--- src/rtl/pixel_stream_proc.sv ---
// pixel_stream_proc: streaming RGB point-operation processor with VSYNC/HSYNC frame timing
// Ports:
//   HCLK, HRESET         clock, synchronous active-low reset
//   start, mode, value   frame start request and per-frame operation select/amount
//   in_valid, in_ready   upstream beat handshake, in_data carries PPC packed RGB pixels
//   out_valid, out_data  processed beat, one cycle after its transfer
//   out_row, out_col     line index and first-pixel index of out_data
//   VSYNC, HSYNC, busy   framing status, ctrl_done pulses with the last output beat
module pixel_stream_proc #(
    parameter int WIDTH         = 768,
    parameter int HEIGHT        = 512,
    parameter int PPC           = 2,
    parameter int DATA_W        = 8,
    parameter int STARTUP_DELAY = 100,
    parameter int HSYNC_DELAY   = 160
) (
    input  logic                      HCLK,
    input  logic                      HRESET,
    input  logic                      start,
    input  logic [2:0]                mode,
    input  logic [DATA_W-1:0]         value,
    input  logic                      in_valid,
    output logic                      in_ready,
    input  logic [PPC*3*DATA_W-1:0]   in_data,
    output logic                      out_valid,
    output logic [PPC*3*DATA_W-1:0]   out_data,
    output logic [15:0]               out_row,
    output logic [15:0]               out_col,
    output logic                      VSYNC,
    output logic                      HSYNC,
    output logic                      busy,
    output logic                      ctrl_done
);
    localparam int PIX_W = 3 * DATA_W;
    localparam int CMAX  = (STARTUP_DELAY > HSYNC_DELAY) ? STARTUP_DELAY : HSYNC_DELAY;
    localparam int CNT_W = $clog2(CMAX + 1);

    typedef enum logic [1:0] {S_IDLE, S_VSYNC, S_HSYNC, S_DATA} state_t;

    state_t                    state, state_n;
    logic [CNT_W-1:0]          cnt;
    logic [15:0]               row, col;
    logic [2:0]                mode_r;
    logic [DATA_W-1:0]         value_r;
    logic [PPC*3*DATA_W-1:0]   proc;
    logic                      xfer, line_end, frame_end;

    // Threshold compares the channel sum against 3*value; both fit in DATA_W+2 bits.
    function automatic logic [PIX_W-1:0] pix_op(input logic [PIX_W-1:0] px,
                                                input logic [2:0] m,
                                                input logic [DATA_W-1:0] v);
        logic [DATA_W+1:0] sum, lvl;
        logic [DATA_W:0]   add;
        logic [DATA_W-1:0] ch;
        pix_op = '0;
        sum = {2'b0, px[2*DATA_W +: DATA_W]} + {2'b0, px[DATA_W +: DATA_W]} + {2'b0, px[0 +: DATA_W]};
        lvl = {2'b0, v} + {1'b0, v, 1'b0};
        for (int c = 0; c < 3; c++) begin
            ch  = px[c*DATA_W +: DATA_W];
            add = {1'b0, ch} + {1'b0, v};
            pix_op[c*DATA_W +: DATA_W] =
                (m == 3'd1) ? (add[DATA_W] ? '1 : add[DATA_W-1:0]) :
                (m == 3'd2) ? ((ch < v) ? '0 : ch - v) :
                (m == 3'd3) ? ~ch :
                (m == 3'd4) ? ((sum > lvl) ? '1 : '0) : ch;
        end
    endfunction

    assign in_ready  = (state == S_DATA);
    assign HSYNC     = (state == S_DATA);
    assign VSYNC     = (state == S_VSYNC);
    assign busy      = (state != S_IDLE);
    assign xfer      = in_ready && in_valid;
    assign line_end  = (col == 16'(WIDTH - PPC));
    assign frame_end = line_end && (row == 16'(HEIGHT - 1));

    always_comb begin
        proc = '0;
        for (int p = 0; p < PPC; p++)
            proc[p*PIX_W +: PIX_W] = pix_op(in_data[p*PIX_W +: PIX_W], mode_r, value_r);
    end

    always_comb begin
        state_n = state;
        case (state)
            S_IDLE:  state_n = start ? S_VSYNC : S_IDLE;
            S_VSYNC: state_n = (cnt == CNT_W'(STARTUP_DELAY - 1)) ? S_HSYNC : S_VSYNC;
            S_HSYNC: state_n = (cnt == CNT_W'(HSYNC_DELAY - 1)) ? S_DATA : S_HSYNC;
            S_DATA:  state_n = !(xfer && line_end) ? S_DATA : frame_end ? S_IDLE : S_HSYNC;
            default: state_n = S_IDLE;
        endcase
    end

    always_ff @(posedge HCLK) begin
        if (!HRESET) begin
            state     <= S_IDLE;
            cnt       <= '0;
            row       <= '0;
            col       <= '0;
            mode_r    <= '0;
            value_r   <= '0;
            out_valid <= 1'b0;
            out_data  <= '0;
            out_row   <= '0;
            out_col   <= '0;
            ctrl_done <= 1'b0;
        end else begin
            state     <= state_n;
            // The delay counter only runs while staying in a blanking state and clears on any transition.
            cnt       <= (state_n == state && (state == S_VSYNC || state == S_HSYNC)) ? cnt + 1'b1 : '0;
            out_valid <= xfer;
            ctrl_done <= xfer && frame_end;
            if (state == S_IDLE && start) begin
                mode_r  <= mode;
                value_r <= value;
            end
            if (xfer) begin
                out_data <= proc;
                out_row  <= row;
                out_col  <= col;
                col      <= line_end ? '0 : col + 16'(PPC);
                row      <= frame_end ? '0 : line_end ? row + 16'd1 : row;
            end
        end
    end
endmodule

--- config.mk ---
export PLATFORM = sky130hd
export DESIGN_NAME = pixel_stream_proc
export DESIGN_NICKNAME = d
export VERILOG_FILES = /design/src/rtl/pixel_stream_proc.sv
export SDC_FILE = /design/constraint.sdc
export NUM_CORES = 1
export LEC_CHECK = 0
export CORE_MARGIN = 3
export CORE_UTILIZATION = 60
export CTS_CLUSTER_SIZE = 24
export DETAILED_ROUTE_END_ITERATION = 10
export PLACE_DENSITY_LB_ADDON = 0.3
export SLEW_MARGIN = 20
export SYNTH_ARGS = -nofsm -noshare
export SYNTH_HDL_FRONTEND = slang
export SYNTH_SLANG_ARGS = --single-unit
--- constraint.sdc ---
create_clock -name HCLK -period 8.3 [get_ports HCLK]
set_input_delay 1.245 -clock HCLK [delete_from_list [all_inputs] [get_ports HCLK]]
set_output_delay 1.245 -clock HCLK [all_outputs]
set_load 0.02 [all_outputs]
==> metrics.md <==
| Metric | Value |
|---|---|
| Placed instance count | `1955` |
| Synthesized netlist net count | `1846` |
| Die height | `152 um` |
| Global-route wire length before repair | `63800 um` |
| Ratio of routed vias to standard cells | `6.40` |
| Final setup viols | `0` |
| LEAKAGE | `5.88 nW` |
| Num rows | `52` |
| Dpl hpwl | `27600 um` |
| Initial core utilization | `0.624` |
| Clock latency on the worst-skew pair | `0.44 ns` |
| Critical R2R Launch | `value_r[1]` |
| Fraction of the mapped netlist area in simple logic gates | `0.191` |
| Relative slew slack | `0.451` |
| Clk pin slew, worst setup/hold paths | `0.07 ns` |
| Share of synthesized area occupied by flip-flops and latches | `0.207` |
| Synthesis-to-finish area growth | `16.7%` |
| Worst Path Class, Setup | `input port to register` |
| Sink Count | `133` |
| GRT Overall Usage | `0.332` |
| Final critical-path required period | `5.69 ns` |
| Leading cell types in the layout, fill and taps excluded | `152 x sky130_fd_sc_hd__nand2_1, 147 x sky130_fd_sc_hd__ha_1, 146 x sky130_fd_sc_hd__clkdlybuf4s50_1` |
| Type of the most critical hold path | `register to register` |
| Count of flip-flops with a built-in enable after synthesis | `0` |
| Most common cell after layout, fill and taps aside | `sky130_fd_sc_hd__nand2_1` |
| PortBufs | `147` |
| Vias in the first global route | `12200` |
| Dominant combinational cell family by area after synthesis | `compound AO/OA/AOI/OAI gates` |
| Share of synthesized cell area in full adder, half adder and majority cells | `0.193` |
| Synth Area in Compound Gates | `0.281` |
| Multiplexer area fraction after synthesis | `0.0170` |
| Status | `finished clean` |
| Share of layout cells above drive strength 1 | `0.0612` |
| Slew @ Worst Pin | `0.817 ns` |
| Final nets | `1945` |
| Post-synthesis average cell area | `8.02 um2` |
| Maximum number of pins on one net before global-route repair | `63` |
| Worst IR drop on VDD | `0.000130 V` |
| Routed WL per cell | `20.1 um` |
| Detailed-route via count | `12700` |
| Flip-flop and latch count after synthesis | `133` |
| Fmax | `176 MHz` |
| Endpoint of the most critical register-to-register path | `out_data[15]` |
| Gates resized, CTS repair | `0` |
| Final TNS setup | `0 ns` |
| Top-level I/O count | `149` |
| Startpoint class of the critical path | `input port` |
| 1st-pass router iterations | `6` |
| Highest fanout seen on the critical path | `17` |
| Synth unique cells | `101` |
| Starting DRC count in detailed routing | `1296` |
| Xor/xnor share of the synthesized area | `0.0544` |
| Number of antenna violations at the first check in global routing | `0` |
| Cells on worst reg2reg path | `17` |
| Residual DRC count | `0` |
| Number of buffers created by CTS | `17` |
| Arrival time worst endpoint | `6.03 ns` |
| Category of the worst setup path capture point | `register` |
| Share of the clock period used by the worst path | `0.686` |
| Start point of the worst min-delay path | `out_data[2]` |
| Primary FF master, synth | `sky130_fd_sc_hd__dfxtp_1` |
| Clock skew after layout | `0.0159 ns` |
| Pwr/cell area | `146 nW/um2` |
| Warning count from the yosys run | `0` |
| R2R Setup Slk | `3.65 ns` |
| Required @ worst endpoint | `8.64 ns` |
| Final Hold Violating Endpoints | `0` |
| Number of stages on the worst hold path | `2` |
| Placeable core region | `20600 um2` |
| End point of the most critical hold path | `out_data[2]` |
| Total number of H-tree levels | `4` |
| Width of the die | `152 um` |
| Post-cts hold buffer count | `0` |
| Remaining number of nets flagged by the antenna check after routing | `0` |
| Final WL | `39800 um` |
| Synthesized netlist cell count | `1605` |
| Async S/R FF share, synth | `0` |
| Overflow left after global routing | `0` |
| Post-Layout Cell Count | `1987` |
| Cell area after synthesis | `12900 um2` |
| Clock Root Buffer | `sky130_fd_sc_hd__clkbuf_16` |
| Setup repair after global routing missed its margin | `no` |
| Number of maximum-capacitance constraint violations | `0` |
| Die Outline Area | `23200 um2` |
| N_diodes | `0` |
| TritonCTS clock tree | `built` |
| Number of setup buffers added after CTS | `0` |
| Final RePlAce weighted congestion | `0.961` |
| CTS Buffer Depth | `2` |
| Fraction of the core area covered by cells at the end of the flow | `0.728` |
| Final number of max-transition violations | `0` |
power by group:
| group | switching, mW | internal (mW) |
|---|---|---|
| clock network | 0.350 | 0.427 |
| logic | 0.444 | 0.316 |
| registers | 0.0132 | 0.642 |
| total | 0.807 | 1.38 |
synth_stat cells, types with 6 or more instances:
cell type / number / share of area
sky130_fd_sc_hd__a211o_1: 18 / 0.012
sky130_fd_sc_hd__a211oi_1: 51 / 0.030
sky130_fd_sc_hd__a21boi_0: 46 / 0.027
sky130_fd_sc_hd__a21o_1: 14 / 0.0082
sky130_fd_sc_hd__a21oi_1: 138 / 0.054
sky130_fd_sc_hd__a22o_1: 25 / 0.017
sky130_fd_sc_hd__a31oi_1: 6 / 0.0029
sky130_fd_sc_hd__and3_1: 11 / 0.0053
sky130_fd_sc_hd__buf_1: 8 / 0.0023
sky130_fd_sc_hd__buf_2: 14 / 0.0054
sky130_fd_sc_hd__clkbuf_1: 51 / 0.015
sky130_fd_sc_hd__dfxtp_1: 133 / 0.21
sky130_fd_sc_hd__fa_1: 31 / 0.048
sky130_fd_sc_hd__ha_1: 147 / 0.14
sky130_fd_sc_hd__inv_1: 100 / 0.029
sky130_fd_sc_hd__mux2_2: 13 / 0.011
sky130_fd_sc_hd__nand2_1: 152 / 0.044
sky130_fd_sc_hd__nand2b_1: 18 / 0.0087
sky130_fd_sc_hd__nand3_1: 26 / 0.010
sky130_fd_sc_hd__nand4_1: 9 / 0.0044
sky130_fd_sc_hd__nor2_1: 131 / 0.038
sky130_fd_sc_hd__nor2b_1: 53 / 0.026
sky130_fd_sc_hd__nor3_1: 26 / 0.010
sky130_fd_sc_hd__nor4_1: 7 / 0.0034
sky130_fd_sc_hd__o2111ai_1: 6 / 0.0041
sky130_fd_sc_hd__o211ai_1: 9 / 0.0052
sky130_fd_sc_hd__o21a_1: 19 / 0.011
sky130_fd_sc_hd__o21ai_0: 76 / 0.030
sky130_fd_sc_hd__o21ai_1: 6 / 0.0023
sky130_fd_sc_hd__o21bai_1: 10 / 0.0058
sky130_fd_sc_hd__o221ai_1: 12 / 0.0082
sky130_fd_sc_hd__o31a_1: 13 / 0.0088
sky130_fd_sc_hd__o41ai_1: 6 / 0.0041
sky130_fd_sc_hd__or3_1: 12 / 0.0058
sky130_fd_sc_hd__xnor2_1: 43 / 0.029
sky130_fd_sc_hd__xor2_1: 37 / 0.025
cell families (layout without fill, tap and decap cells):
kind of cell,count (synthesis),count (layout)
buffers and inverters,180,292
DFF,133,133
AOI/OAI and AO/OA,519,519
xor gates and xnor gates,80,80
and+or+nand+nor,493,493
other,1,1
muxes,19,19
adders and majority gates,180,180
final cells by class:
class	instances	area, um2
Multi-Input combinational cell	1292	9490
Fill cell	1594	5610
Sequential cell	133	2660
Timing Repair Buffer	160	1560
Clock buffer	17	425
Inverter	100	375
Tap cell	270	338
Clock inverter	15	164
registers in the layout, summed over array words and instances (netlist names):
register and flops:
mode_r 3, out_row 16, out_col 15, row 16, out_data 48, ctrl_done 1, cnt 8, state 2
value_r 8, col 15, out_valid 1
routing by layer:
metal  GRT usage  vias to the layer above  share of wire
li1            -                     5991              -
met1       0.437                     5907           0.41
met2       0.537                      678           0.45
met3      0.0750                      144           0.11
met4       0.123                        0          0.039
met5           0                        -              0
how the worst max path moves through the flow:
stage,startpoint,to,cells past startpoint
after CTS,in_data[25],out_data[46],19
after floorplan,in_data[25],out_data[42],19
after global routing,in_data[17],out_data[23],21
after global placement,in_data[1],out_data[23],21
final,in_data[1],out_data[15],21
after detailed placement,in_data[1],out_data[23],21
critical path, stage by stage:
cell,delay (ns)
sky130_fd_sc_hd__clkdlybuf4s50_1,0.65
sky130_fd_sc_hd__inv_1,0.16
sky130_fd_sc_hd__fa_1,0.49
sky130_fd_sc_hd__inv_1,0.07
sky130_fd_sc_hd__ha_1,0.16
sky130_fd_sc_hd__inv_1,0.06
sky130_fd_sc_hd__fa_1,0.39
sky130_fd_sc_hd__nor2b_1,0.13
sky130_fd_sc_hd__o21ai_0,0.10
sky130_fd_sc_hd__a21boi_0,0.25
sky130_fd_sc_hd__o21a_1,0.16
sky130_fd_sc_hd__o21ai_0,0.08
sky130_fd_sc_hd__a21oi_1,0.15
sky130_fd_sc_hd__ha_1,0.26
sky130_fd_sc_hd__nand4_1,0.12
sky130_fd_sc_hd__nor3_1,0.08
sky130_fd_sc_hd__a311o_1,0.36
sky130_fd_sc_hd__a31oi_2,0.42
sky130_fd_sc_hd__buf_4,0.35
sky130_fd_sc_hd__a211oi_1,0.09
sky130_fd_sc_hd__a211oi_1,0.25
metrics by stage:
step                      power (mW)  area [um2]  hold slack (ns)  setup WS, ns
after global routing            2.30       15000            0.484          2.26
after floorplan                 1.21       12900            0.455          3.37
final                           2.19       15000            0.453          2.61
after global placement          1.38       14400            0.437          2.38
after detailed placement        1.40       14400            0.440          2.28
after CTS                       2.18       15000            0.455          2.70
Note: power is estimated with default switching activity, not from simulation.
